File: src/rtl/c1908_pkg.sv
// Shared widths, bus field indices, codeword position table and check-bit
// generator for the c1908 SEC/DED codec.
package c1908_pkg;

  localparam int DATA_W = 16;
  localparam int HAM_W  = 5;
  localparam int WORD_W = DATA_W + HAM_W + 1;
  localparam int IN_W   = 33;
  localparam int OUT_W  = 25;

  localparam int G_DATA_LSB = 0;
  localparam int G_CHK_LSB  = 16;
  localparam int G_PAR      = 21;
  localparam int G_CORR_EN  = 22;
  localparam int G_ENC_MODE = 23;
  localparam int G_INJ_LSB  = 24;
  localparam int G_INJ_EN   = 29;
  localparam int G_RSV_LSB  = 30;
  localparam int G_VALID    = 32;

  localparam int O_DATA_LSB = 0;
  localparam int O_SYN_LSB  = 16;
  localparam int O_PERR     = 21;
  localparam int O_SERR     = 22;
  localparam int O_DERR     = 23;
  localparam int O_VALID    = 24;

  // Codeword position of each data bit; powers of two are reserved for checks.
  localparam logic [HAM_W-1:0] DATA_POS [DATA_W] = '{
    5'd3,  5'd5,  5'd6,  5'd7,  5'd9,  5'd10, 5'd11, 5'd12,
    5'd13, 5'd14, 5'd15, 5'd17, 5'd18, 5'd19, 5'd20, 5'd21
  };

  function automatic logic [HAM_W-1:0] calc_check(input logic [DATA_W-1:0] d);
    logic [HAM_W-1:0] c;
    c = '0;
    for (int i = 0; i < DATA_W; i++) begin
      for (int k = 0; k < HAM_W; k++) begin
        if (DATA_POS[i][k]) c[k] = c[k] ^ d[i];
      end
    end
    return c;
  endfunction

endpackage

File: src/rtl/c1908_syndrome.sv
// Combinational syndrome and overall-parity generator over the 22-bit
// received word {parity, h4..h0, data}.
module c1908_syndrome
  import c1908_pkg::*;
(
  input  logic [WORD_W-1:0] word_i,
  output logic [HAM_W-1:0]  syn_o,
  output logic              pe_o
);

  // Each check bit sits alone at position 2^k, so it folds straight into s[k].
  always_comb begin
    syn_o = calc_check(word_i[DATA_W-1:0]) ^ word_i[G_CHK_LSB +: HAM_W];
    pe_o  = ^word_i;
  end

endmodule

File: src/rtl/c1908_secded.sv
// Registered 16-bit SEC/DED codec with encode mode and single-bit injection.
// Define C1908_INPUT_REG_EN to add an input register stage (latency 2).
module c1908_secded
  import c1908_pkg::*;
(
  input  logic            clk,
  input  logic            rst,
  input  logic [IN_W-1:0] g_in,
  output logic [OUT_W-1:0] o_out
);

  logic [IN_W-1:0]   g_eff;
  logic [WORD_W-1:0] word_inj;
  logic [WORD_W-1:0] syn_in;
  logic [HAM_W-1:0]  syn;
  logic              pe;
  logic [DATA_W-1:0] data_fix;
  logic              single_err;
  logic              double_err;
  logic [OUT_W-1:0]  o_d, o_q;
  logic              unused_rsv;

`ifdef C1908_INPUT_REG_EN
  logic [IN_W-1:0] g_d, g_q;

  always_comb begin
    g_d = g_in;
  end

  always_ff @(posedge clk) begin
    if (rst) g_q <= '0;
    else     g_q <= g_d;
  end

  assign g_eff = g_q;
`else
  assign g_eff = g_in;
`endif

  assign unused_rsv = ^g_eff[G_RSV_LSB +: 2];

  always_comb begin
    word_inj = g_eff[WORD_W-1:0];
    if (g_eff[G_INJ_EN]) begin
      for (int i = 0; i < WORD_W; i++) begin
        if (g_eff[G_INJ_LSB +: 5] == 5'(i)) word_inj[i] = ~word_inj[i];
      end
    end
  end

  // Encode reuses the syndrome path: with checks and parity zeroed, s is the check word.
  assign syn_in = g_eff[G_ENC_MODE] ? {{(WORD_W-DATA_W){1'b0}}, word_inj[DATA_W-1:0]}
                                    : word_inj;

  c1908_syndrome u_syndrome (
    .word_i (syn_in),
    .syn_o  (syn),
    .pe_o   (pe)
  );

  always_comb begin
    data_fix   = word_inj[DATA_W-1:0];
    single_err = 1'b0;
    double_err = 1'b0;
    if (pe) begin
      if (syn <= 5'(WORD_W-1)) single_err = 1'b1;
      else                     double_err = 1'b1;
    end else if (syn != '0) begin
      double_err = 1'b1;
    end
    if (single_err && g_eff[G_CORR_EN]) begin
      for (int i = 0; i < DATA_W; i++) begin
        if (syn == DATA_POS[i]) data_fix[i] = ~data_fix[i];
      end
    end
  end

  // Idle cycles keep the last result visible and only drop out_valid.
  always_comb begin
    o_d          = o_q;
    o_d[O_VALID] = 1'b0;
    if (g_eff[G_VALID]) begin
      o_d[O_VALID] = 1'b1;
      o_d[O_SYN_LSB +: HAM_W] = syn;
      if (g_eff[G_ENC_MODE]) begin
        o_d[O_DATA_LSB +: DATA_W] = word_inj[DATA_W-1:0];
        o_d[O_PERR]               = pe ^ (^syn);
        o_d[O_SERR]               = 1'b0;
        o_d[O_DERR]               = 1'b0;
      end else begin
        o_d[O_DATA_LSB +: DATA_W] = data_fix;
        o_d[O_PERR]               = pe;
        o_d[O_SERR]               = single_err;
        o_d[O_DERR]               = double_err;
      end
    end
  end

  always_ff @(posedge clk) begin
    if (rst) o_q <= '0;
    else     o_q <= o_d;
  end

  assign o_out = o_q;

endmodule

File: config.mk
export PLATFORM = sky130hd
export DESIGN_NAME = c1908_secded
export DESIGN_NICKNAME = d
export VERILOG_FILES = /design/src/rtl/c1908_pkg.sv /design/src/rtl/c1908_syndrome.sv /design/src/rtl/c1908_secded.sv
export SDC_FILE = /design/constraint.sdc
export NUM_CORES = 1
export LEC_CHECK = 0
export CORE_ASPECT_RATIO = 0.7
export CORE_MARGIN = 2
export CORE_UTILIZATION = 35
export CTS_CLUSTER_DIAMETER = 30
export DETAILED_ROUTE_END_ITERATION = 16
export SLEW_MARGIN = 10
export SYNTH_ARGS = -nofsm -noshare
export SYNTH_HDL_FRONTEND = slang
export SYNTH_SLANG_ARGS = --single-unit
File: constraint.sdc
create_clock -name clk -period 3.33 [get_ports clk]
set_input_delay 0.333 -clock clk [delete_from_list [all_inputs] [get_ports clk]]
set_output_delay 0.333 -clock clk [all_outputs]
set_load 0.02 [all_outputs]
==> Yosys cells after proc, flatten, opt, wreduce, memory -nomap -nowiden <==
Index checks and enable logic that the tools add are counted.
{ "word_totals": {"ff_bits": 25, "input_bits": 35, "out_inout_bits": 25, "wordCells": 169} }
{ "classes": {"magnitude_cmp": 1, "n_eq_ne": 37, "muxes": 49, "bitwise_logic": 75, "reduce_logical": 5} }
{ "ops": {"columns": ["op", "n"], "rows": [
  ["$eq 5x4->1 const B", 15],
  ["$eq 5x5->1 const B", 11],
  ["$mux 22", 2],
  ["$mux 1", 43],
  ["$not 1->1", 38],
  ["$xor 1x1->1", 36],
  ["$eq 5x3->1 const B", 7],
  ["$mux 16", 2],
  ["$mux 25", 1],
  ["$reduce_xor 22->1", 1],
  ["$eq 5x2->1 const B", 3],
  ["$eq 5x1->1 const B", 1],
  ["$le 5x5->1 const B", 1],
  ["$logic_not 5->1", 1],
  ["$reduce_bool 5->1", 1],
  ["$reduce_xor 5->1", 1],
  ["$xor 5x5->5", 1],
  ["$mux 3", 1],
  ["$logic_and 1x1->1", 1]
]} }

==> Longest topological paths before layout <==
{ "depth": {"depth_word": 21, "depth_mapped": 12, "depth_no_buf": 11} }

==> Cells and area by module <==
Synthesis repeated with hierarchy kept, for this count alone.
{ "hier_totals": {"hier_cells": 288, "hier_area_um2": 2376.0} }
{ "modules_own_cells": {"columns": ["mod", "instances", "cells_each", "area_per_inst_um2", "seq_area_each_um2"], "rows": [
  ["c1908_secded", 1, 251, 1975.6, 500.5],
  ["c1908_syndrome", 1, 37, 400.4, 0.0]
]} }

==> Least setup slack after synthesis <==
No wires, ideal clock.
{ "synth_path": {"kind": "input to register", "from": "input g_in[27]", "to": "register o_q[21], in the netlist o_out[21]", "setup_time_ns": 0.086, "arrival_time_ns": 3.170, "required_time_ns": 3.244, "setup_slack_ns": 0.075, "cell_stages": 12, "path_buffers": 1, "cell_sequence": "or3b_1 > clkbuf_1 > or4_1 > a21o_1 > xor2_1 > xnor3_1 > inv_1 > ha_1 > xnor3_1 > a21oi_1 > xnor2_1 > a211oi_1"} }
{ "synth_between": {"elab_cells_between_ends": 86, "cone_classes": "21 x eq/ne; 25 x mux; 37 x bitwise; 3 x reduce/logical"} }
{ "synth_rtl": {"columns": ["element", "line_no", "text"], "rows": [
  ["start, declared", "c1908_secded.sv:8", "input logic [IN_W-1:0] g_in,"],
  ["$eq 5x1->1 or $eq 5x2->1 (tied branches)", "c1908_secded.sv:46", "if (g_eff[G_INJ_LSB +: 5] == 5'(i)) word_inj[i] = ~word_inj[i];"],
  ["$mux 1", "c1908_secded.sv:46", null],
  ["$mux 22 (*)", "c1908_secded.sv:44", "if (g_eff[G_INJ_EN]) begin"],
  ["$mux 22 (*)", "c1908_secded.sv:52", "assign syn_in = g_eff[G_ENC_MODE] ? {{(WORD_W-DATA_W){1'b0}}, word_inj[DATA_W-1:0]}"],
  ["$xor 1x1->1 (8 in series)", "c1908_pkg.sv:39", "if (DATA_POS[i][k]) c[k] = c[k] ^ d[i];"],
  ["$xor 5x5->5 (*)", "c1908_syndrome.sv:13", "syn_o = calc_check(word_i[DATA_W-1:0]) ^ word_i[G_CHK_LSB +: HAM_W];"],
  ["net syn[2]", "c1908_secded.sv:15", "logic [HAM_W-1:0] syn;"],
  ["$reduce_xor 5->1 (*)", "c1908_secded.sv:87", "o_d[O_PERR] = pe ^ (^syn);"],
  ["$xor 1x1->1 (*)", "c1908_secded.sv:87", null],
  ["$mux 3 (*)", "c1908_secded.sv:85", "if (g_eff[G_ENC_MODE]) begin"],
  ["end signal, assigned", "c1908_secded.sv:100", "if (rst) o_q <= '0;"],
  ["end signal, assigned", "c1908_secded.sv:101", "else o_q <= o_d;"],
  ["end, declared", "c1908_secded.sv:20", "logic [OUT_W-1:0] o_d, o_q;"]
]} }
The timed path passes the listed nets; every way through them passes the cells marked *.
A chain may end at the register's enable or synchronous reset.

==> Final worst setup path <==
{ "layout_path": {"from": "input g_in[25]", "to": "register o_q[21], in the netlist o_out[21]"} }
{ "layout_between": {"elab_chain_len": 17, "elab_cells_between_ends": 86, "cone_classes": "21 x eq/ne; 25 x mux; 37 x bitwise; 3 x reduce/logical"} }
{ "layout_rtl": {"columns": ["element", "line_no"], "rows": [
  ["$eq 5x1->1 or $logic_not 5->1 (tied branches)", "c1908_secded.sv:46"],
  ["$mux 1", "c1908_secded.sv:46"],
  ["$mux 22 (*)", "c1908_secded.sv:44"],
  ["$mux 22 (*)", "c1908_secded.sv:52"],
  ["$xor 1x1->1 (9 in series)", "c1908_pkg.sv:39"],
  ["$xor 5x5->5", "c1908_syndrome.sv:13"],
  ["$reduce_xor 5->1", "c1908_secded.sv:87"],
  ["$xor 1x1->1", "c1908_secded.sv:87"],
  ["$mux 3 (*)", "c1908_secded.sv:85"]
]} }
Mark *: on every way between the ends. The rest lies on a longest branch, timed or not.

==> flow_summary.toml <==
[route]
drt_first_pass_iters = 4
drtIter0Drc = 205
avgRoutedWirePerCell_um = 15.3
drc = 0
vias = 2587
viasPerCell = 5.02
detail-route-antenna-nets = 0
drt-total-wl_um = 7880

[global_routing]
first_global_vias = 2463
grt-ovfl-total = 0
grt_start_max_net_pins = 29
grt.total_usage_pct = 20.4
grt_antenna_before_repair = 0
grt_pass1_wl_um = 12600

[sta]
worst_slack_ps = 132
tightest_slew_ps = 719
period_needed_ps = 3200
drv_slew = 0
fin_crit_sh_pct = 96.0
hold_viol = 0
final.setup.tns_ps = 0
skew_ps = 0
fmax_ghz = 0.313
slew_headroom_pct = 51.7
setup_violations = 0

[run]
max_cap_violations = 0

[yosys]
synthesis.area_um2 = 2470
synth_most_common_cell = "xnor2_1"
synth_warnings = 0
ys_ff_latch = 25
yosys-top-cells-count = "42 x xnor2_1, 25 x dfxtp_1, 21 x nor2_1, 16 x nand2_1, 15 x nand3_1"
yosysSeqAreaShare_pct = 20.3
synth_edf_count = 0
yosysTopAreaCellShare_pct = 20.3
synth.distinct_cells = 47
yosys.area.top_type = "dfxtp_1"
synthFlopType = "dfxtp_1"
ys_async_sr_fraction_pct = 0
synth_nets = 339
syn_inst = 300
synth.avg_cell_area_um2 = 8.23
synth.area.top_cells = "dfxtp_1 20%, xnor2_1 15%, xor2_1 4.6%, xnor3_1 3.6%, xnor2_2 3.3%"

[placed_design]
gp_congestion = 0.903
hpwl_um = 6160
pre_cts_ws_ps = -392
portBuffers = 57

[cts]
cts_hold_buf = 0
clock_path_buffers = 2
cts_tree = "done"
clk_pin_slew_worst_paths_ps = 80
numCtsBuffers = 3
clock_sinks = 25
htreeDepth = 1
clk_latency_ps = 270
clockRootBuffer = "clkbuf_8"

[layout]
nNetsFinal = 461
syn_to_final_growth_pct = 58.1
num_antenna_cells = 0
drive_gt1_share_pct = 27.8
nFillCells = 624
largest_register_ffs = 25

[power]
swShare_pct = 39.4
power.internal_mw = 1.15
ir_drop_v = 0.000229
pwr-share-seq_pct = 19.1
clkPwrFrac_pct = 9.7
power_density_nw_per_um2 = 485
cellLeakagePower_nw = 1.53
p_total_mw = 1.89
pwr-share-comb_pct = 71.2
switching_power_mw = 0.746

[floorplanning]
die_width_um = 104
coreArea_um2 = 6790
start_util_pct = 36.4
dieArea_um2 = 7750
pin_count = 60
die_y_um = 74.3
rows = 25

[critical_path]
r2r_cells = 3
criticalPathCategory = "in -> reg"
critPathLaunchType = "primary input"
required_ps = 3530
worstPathArrival_ps = 3390
cp-end-kind = "flip-flop"
path_max_fanout = 7

[worst_hold_path]
holdCritPathClass = "reg -> reg"
holdPathStages = 2

[run_status]
outcome = "finished clean"
-- through the flow --
step                hold WS [ps]  area [um^2]  std cells  util (%)
global route                 518         3900        515      57.5
CTS                          490         3690        510      54.3
detailed placement           469         3610        504      53.2
floorplan                    547         2470        300         -
finish                       483         3900        515      57.5
global placement             465         3610        504      53.2
-- worst max-delay path, cell delays in order --
cell and delay (ps):
clkdlybuf4s50_1 440, buf_4 160, buf_4 150, nand3b_1 180
or3_1 350, a21o_1 210, xnor2_2 220, buf_4 150
xnor3_2 250, buf_4 160, xnor3_1 340, a21oi_2 150
xnor2_1 90, a211oi_2 200
-- path summary, 6_finish.rpt --
check	endpoint	start	slack, ps
min reg2reg	o_out[16]	o_out[16]	480
min	o_out[16]	o_out[16]	480
max reg2reg	o_out[12]	o_out[12]	2490
max	o_out[21]	g_in[25]	130
-- cell usage in the layout (no fill, tap or decap), types with 3 or more instances in the layout --
cell / instances
clkbuf_8: 3
xnor3_1: 4
o311ai_0: 6
and2_1: 5
nor3b_1: 6
xor2_1: 10
a21oi_1: 5
xor2_2: 3
nor2_1: 20
nor2b_1: 5
inv_1: 12
dfxtp_1: 25
o31ai_1: 3
mux2i_1: 4
nand3_1: 15
nand2b_1: 9
nand2_1: 15
xnor2_1: 34
nand3b_1: 4
and3_1: 3
a21o_1: 3
nor3_1: 9
clkdlybuf4s50_1: 54
o21ai_0: 5
or4_1: 3
o311ai_1: 6
or3_1: 9
nand4_1: 12
buf_6: 3
xnor2_2: 13
buf_4: 75
-- power by group through the flow --
stage                     sequential [mW]  clock [mW]  combinational [mW]
after floorplan                     0.418           0               0.601
final                               0.362       0.184                1.35
after global placement              0.369           0                1.16
after global routing                0.368       0.203                1.44
after detailed placement            0.368           0                1.17
after CTS                           0.363       0.192                1.23
-- cells by family after synthesis --
| family | after synthesis | share of synthesized area (%) |
|---|---|---|
| flops | 25 | 20.3 |
| buf+inv | 31 | 5.12 |
| mux | 4 | 1.62 |
| xor+xnor | 68 | 30.0 |
| simple gates | 129 | 29.7 |
| compound gates | 39 | 11.3 |
| fa+ha+maj | 4 | 2.03 |
-- what timing repair did --
item | CTS | global route
gates resized for setup | 5 | 34
buffers inserted | 2 | 5
pin swaps | 5 | 17
endpoints found under the setup margin | 3 | 18
-- routing by layer --
| layer | vias to the layer above | wire length, um | GRT usage [%] |
|---|---|---|---|
| met5 | - | 0 | 0 |
| met4 | 0 | 0 | 1.35 |
| met3 | 0 | 475 | 3.16 |
| met2 | 63 | 3270 | 30.6 |
| met1 | 1220 | 4140 | 32.0 |
| li1 | 1304 | - | - |
-- layout make-up --
cell class | instances | area (um^2) | area share, %
multi-input combinational | 244 | 2020 | 51.7
timing repair buffer | 135 | 1170 | 29.9
sequential | 25 | 500 | 12.8
tap | 94 | 118 | 3.01
inverter | 13 | 52.6 | 1.35
clock buffer | 4 | 45.0 | 1.15
(Power assumes the default switching activity.)
